==> src/rtl/ball_animator.sv <==
// Ball sprite motion controller.
// On each frame it erases the previous box, steps the ball physics, and redraws the box.
// It handshakes with the downstream box drawer through go and box_done.
//
// state      | meaning
// IDLE       | waiting for a frame tick (or a pending one) or a launch
// ERASE_REQ  | erase request issued (go high this cycle, background colour)
// ERASE_WAIT | waiting for the drawer to finish the erase
// UPDATE     | one-cycle physics step; draw request set up at exit
// DRAW_REQ   | draw request issued (go high this cycle, ball colour)
// DRAW_WAIT  | waiting for the drawer to finish the draw
module ball_animator #(
  parameter int unsigned X0       = 10,
  parameter int unsigned Y0       = 100,
  parameter int unsigned SIZE     = 4,
  parameter logic [2:0]  BALL_CLR = 3'b110,
  parameter logic [2:0]  BG_CLR   = 3'b000,
  parameter int unsigned XMAX     = 160,
  parameter int unsigned FLOOR    = 120,
  parameter int unsigned GRAV_DIV = 2,
  parameter int unsigned VMAX     = 7
) (
  input  logic       clk,
  input  logic       reset,
  input  logic       frame_tick,
  input  logic       launch,
  input  logic [4:0] launch_vx,
  input  logic [4:0] launch_vy,
  input  logic       box_done,
  output logic [7:0] Xout,
  output logic [6:0] Yout,
  output logic [2:0] CLRout,
  output logic [5:0] Scaleout,
  output logic       go,
  output logic       busy,
  output logic       in_flight,
  output logic       landed
);

  localparam logic signed [9:0] X_LIM     = 10'(XMAX - SIZE);
  localparam logic signed [9:0] Y_LAND    = 10'(FLOOR - SIZE);
  localparam logic signed [4:0] V_MAX     = 5'(VMAX);
  localparam logic [3:0]        GRAV_LAST = 4'(GRAV_DIV - 1);

  typedef enum logic [2:0] {
    IDLE, ERASE_REQ, ERASE_WAIT, UPDATE, DRAW_REQ, DRAW_WAIT
  } state_t;

  state_t             state;
  logic [7:0]         x;
  logic [6:0]         y;
  logic signed [4:0]  vx, vy;
  logic [3:0]         fc;
  logic               drawn, pending;

  logic signed [9:0]  nx, ny;
  logic [7:0]         x_nxt;
  logic [6:0]         y_nxt;
  logic signed [4:0]  vx_nxt, vy_nxt;
  logic [3:0]         fc_nxt;
  logic               land;

  assign Scaleout = 6'(SIZE);

  // Next-frame physics: move, bounce off walls/ceiling, land on floor, apply gravity.
  always_comb begin
    nx     = $signed({2'b00, x}) + $signed({{5{vx[4]}}, vx});
    ny     = $signed({3'b000, y}) + $signed({{5{vy[4]}}, vy});
    x_nxt  = nx[7:0];
    vx_nxt = vx;
    y_nxt  = ny[6:0];
    vy_nxt = vy;
    fc_nxt = fc;
    land   = 1'b0;
    if (nx[9]) begin
      x_nxt  = 8'd0;
      vx_nxt = -vx;
    end else if (nx > X_LIM) begin
      x_nxt  = X_LIM[7:0];
      vx_nxt = -vx;
    end
    if (ny[9]) begin
      y_nxt  = 7'd0;
      vy_nxt = -vy;
    end else if (ny >= Y_LAND) begin
      // Landing stops all motion, including any horizontal bounce this frame.
      y_nxt  = Y_LAND[6:0];
      vx_nxt = 5'sd0;
      vy_nxt = 5'sd0;
      land   = 1'b1;
    end else if (fc == GRAV_LAST) begin
      fc_nxt = 4'd0;
      vy_nxt = (vy >= V_MAX) ? V_MAX : vy + 5'sd1;
    end else begin
      fc_nxt = fc + 4'd1;
    end
  end

  // Frame-service sequencer with registered drawer outputs and ball state.
  always_ff @(posedge clk) begin
    if (reset) begin
      state     <= IDLE;
      x         <= 8'(X0);
      y         <= 7'(Y0);
      vx        <= 5'sd0;
      vy        <= 5'sd0;
      fc        <= 4'd0;
      drawn     <= 1'b0;
      pending   <= 1'b0;
      Xout      <= 8'd0;
      Yout      <= 7'd0;
      CLRout    <= 3'd0;
      go        <= 1'b0;
      busy      <= 1'b0;
      in_flight <= 1'b0;
      landed    <= 1'b0;
    end else begin
      go <= 1'b0;
      if (frame_tick && state != IDLE) pending <= 1'b1;
      case (state)
        IDLE: begin
          if (pending || (frame_tick && in_flight)) begin
            busy    <= 1'b1;
            pending <= 1'b0;
            if (drawn) begin
              Xout   <= x;
              Yout   <= y;
              CLRout <= BG_CLR;
              go     <= 1'b1;
              state  <= ERASE_REQ;
            end else begin
              state <= UPDATE;
            end
          end else if (launch && !in_flight) begin
            vx        <= $signed(launch_vx);
            vy        <= $signed(launch_vy);
            fc        <= 4'd0;
            in_flight <= 1'b1;
            landed    <= 1'b0;
          end
        end
        ERASE_REQ:  state <= ERASE_WAIT;
        ERASE_WAIT: if (box_done) state <= UPDATE;
        UPDATE: begin
          x      <= x_nxt;
          y      <= y_nxt;
          vx     <= vx_nxt;
          vy     <= vy_nxt;
          fc     <= fc_nxt;
          if (land) begin
            in_flight <= 1'b0;
            landed    <= 1'b1;
          end
          Xout   <= x_nxt;
          Yout   <= y_nxt;
          CLRout <= BALL_CLR;
          go     <= 1'b1;
          state  <= DRAW_REQ;
        end
        DRAW_REQ:   state <= DRAW_WAIT;
        DRAW_WAIT: begin
          if (box_done) begin
            drawn <= 1'b1;
            busy  <= 1'b0;
            state <= IDLE;
          end
        end
        default:    state <= IDLE;
      endcase
    end
  end

endmodule
==> config.mk <==
export PLATFORM = sky130hd
export DESIGN_NAME = ball_animator
export DESIGN_NICKNAME = d
export VERILOG_FILES = /design/src/rtl/ball_animator.sv
export SDC_FILE = /design/constraint.sdc
export NUM_CORES = 1
export LEC_CHECK = 0
export BUFFER_PORTS_ARGS = -buffer_cell sky130_fd_sc_hd__buf_2
export CAP_MARGIN = 40
export CORE_MARGIN = 10
export CORE_UTILIZATION = 35
export CTS_CLUSTER_SIZE = 8
export DETAILED_ROUTE_END_ITERATION = 10
export GPL_ROUTABILITY_DRIVEN = 0
export PLACE_DENSITY = 0.61
export SYNTH_ARGS = -nofsm -noshare
export SYNTH_HDL_FRONTEND = slang
export SYNTH_SLANG_ARGS = --single-unit
==> constraint.sdc <==
create_clock -name clk -period 3.5 [get_ports clk]
set_input_delay 0.35 -clock clk [delete_from_list [all_inputs] [get_ports clk]]
set_output_delay 0.35 -clock clk [all_outputs]
set_load 0.05 [all_outputs]
==> results.md <==
* P&R area growth vs syn at 8.681%
* Die footprint at 15,150 µm²
* Global route overflow at 0
* Worst r2r dst: vy[3]
* Worst Max-Slew Pin Slew at 0.5919 ns
* Post-DR vias/cell at 5.615
* YS warnings at 0
* Initial Util at 36.02%
* Setup-failing EPs final at 0
* Slew margin rel. at roughly three fifths
* Maximum root-to-sink buffer count at 2
* CTS Sinks at 54
* Post-Layout Cell Count at roughly 620
* Cts repair resizes at 0
* Top cell type's share of synthesized area at between 20 and 30%
* Crit path max fanout at 8
* Setup Skew at between 0.004 and 0.005 ns
* Num CTS Buffers at 5
* Clk slew on worst S/H paths at 0.10 ns
* Hold Path Sink: vx[0]
* Pleak at 1.670 nW
* Final Hold Vio Count at 0
* Seq cells post-synth at 54
* Post-synth top area cell: dfxtp_1
* CTS Hold Bufs at 0
* VDD IR-drop max at 294.1 µV
* Worst Setup SP: vy[0]
* Post-CTS setup buffer count at 0
* Pwr dens at 692.7 nW/µm²
* Hold Crit Class: in2reg
* CP peak stage delay at a little under 0.6 ns
* Inst Count DP at between 600 and 700
* Top_reg_cell synth: dfxtp_1
* Fin crit period at 3.236 ns
* Row count at 37
* Final period util at between 90 and 100%
* Latest clock arrival within the worst-skew pair at 0.30 ns
* Antenna violations before repair at 0
* DR WL/cell at 16.05 µm
* CTS tree: yes
* FFs w/ async S/R, synth at 0%
* Worst R2R Path Depth at 9
* R2R Path Start: vy[0]
* Pin count of the biggest net entering global routing at 43
* Most common cell after layout, fill and taps aside: nor2_1
* Kind of critical path: reg2reg
* Vias at 3,487
* Ant. Diodes at 0
* Crit path cell chain: ha_1 > fa_1 > a211oi_1 > or4b_1 > o2111ai_1 > nor4b_2 > o41ai_4 > buf_4 > o41ai_1
* Die Span X at 123.1 µm
* Top-level port count at 43
* Fmax at between 0.3 and 0.4 GHz
* Final Max Tran Viols at 0
* First-pass GRT wire length at 16,520 µm
* Root Buffer: clkbuf_8
* Vias in the first global route at 3,311
* Synth top area cells: dfxtp_1, ha_1, nor2_1, a21oi_1, nand2_1
* HPWL after detailed placement at roughly 7600 µm
* Worst setup SP type: flip-flop
* GRT Overall Usage at 13.16%
* Routed Antenna Nets at 0
* Critical-path top delay cell: nor4b_2
* DR iter-0 viols at 193
* # port buffers at 35
* Worst EP arrival at 3.44 ns
* Worst Min Path Start: launch_vx[0]
* Status: complete, no violations
* DRT Pass-1 Iters at 4
* Total negative slack at 0 ns
* H-Tree Level Count at 2
* Chip height at 123.1 µm
* Worst endpoint required time at 3.70 ns
* Worst hold stages at 3
* Share of post-route cells with drive strength above 1 at 16.91%
* WL final at roughly 10000 µm
* Most frequent cells in the layout: nor2_1, dfxtp_1, nand2_1, a21oi_1, buf_2
* Core region area at around 10,000 µm²
* Flop-to-flop setup slack at roughly 0.26 ns
* Sequential area share after synthesis at 29.07%
* Mean Syn Cell Area at 8.119 µm²
* Unrepaired setup endpoints after global routing: false
* Critical Path Sink Type: flip-flop
* Fin util at approximately 39%
* Final #Nets at 523
* MaxCap Viol Count at 0
* EDFF count, synth at 0
* Post-Syn Area at between 3000 and 4000 µm²
* Filler cells at just over 1,000
* Drt drc at 0
* Unique cell type count in the Yosys netlist at 79
* Post-synthesis cell count at between 400 and 500
worst max-delay path: cells and delay by family, from the launching register on:
family | cells | cell delay [ns]
AOI/OAI and AO/OA | 4 | 1.06
and+or+nand+nor | 2 | 0.77
adders and majority gates | 2 | 0.72
DFF | 1 | 0.38
buffers and inverters | 1 | 0.20
per-stage QoR:
step / total power [mW] / hold slack, ns / setup slack, ns / cell area [µm²]
floorplan: 2.086 / 0.4505 / 0.6644 / 3737
global placement: 2.396 / 0.4671 / 0.3991 / 3941
detailed placement: 2.422 / 0.4691 / 0.2938 / 3941
CTS: 2.785 / 0.2949 / 0.2843 / 4036
global route: 3.020 / 0.3226 / 0.05229 / 4041
finish: 2.799 / 0.3001 / 0.2640 / 4041
area by class of cell:
class,instances,area (µm²),area share [%]
Timing Repair Buffer,44,242.7,6.006
Sequential cell,54,1081,26.75
Clock inverter,2,12.51,0.3096
Tap cell,136,170.2,4.211
Clock buffer,6,82.58,2.043
Multi-Input combinational cell,365,2400,59.38
Inverter,14,52.55,1.300
flip-flops by register name (all words and copies together), names as in the netlist, 3 cells and up:
register and flops:
state 3, fc 4, x 8, y 7
vx 5, Yout 7, Xout 8, vy 5
metal layers:
layer	up-vias	track usage, %	share of wire (%)	routed length (µm)
li1	1740	-	-	-
met1	1650	17.86	49	4846
met2	90	21.45	46	4563
met3	7	2.142	4.6	456
met4	0	2.911	1.0	100
met5	-	0	0	0
synthesized netlist by cell type, types with 3 or more instances:
cell type	n
o2111ai_1	3
dfxtp_1	54
a311oi_1	4
nand2_1	41
a21o_1	7
and3_1	3
o221ai_1	3
o41ai_1	3
ha_1	22
buf_4	8
a31oi_1	4
a31o_2	3
a2111oi_0	3
xor2_1	3
o21bai_1	5
or2_2	4
a21oi_1	41
nor3b_1	3
or3_1	5
nor3_1	17
nand3b_1	3
nand3_1	11
a211oi_1	15
xnor2_1	6
clkbuf_8	5
clkbuf_1	12
mux2i_1	5
inv_1	14
nor2_1	57
o21a_1	4
o21ai_0	23
report_power, final:
group	switching, mW	internal (mW)	leakage (nW)
combinational	0.994	0.583	1.19
sequential	0.149	0.715	0.438
clock	0.200	0.159	0.0472
how the worst max path moves through the flow:
| stage | endpoint | cells after the start |
|---|---|---|
| floorplan | vy[1] | 9 |
| global placement | vy[4] | 8 |
| detailed placement | vy[4] | 8 |
| CTS | vy[4] | 8 |
| global route | vy[2] | 9 |
| finish | vy[3] | 9 |
cells by family after synthesis:
logic type / synth area share, %
simple gates: 21.13
compound gates: 30.01
flops: 29.07
buf+inv: 7.032
fa+ha+maj: 8.479
xor+xnor: 2.120
mux: 1.952
other cells: 0.2020
(Power assumes the default switching activity.)
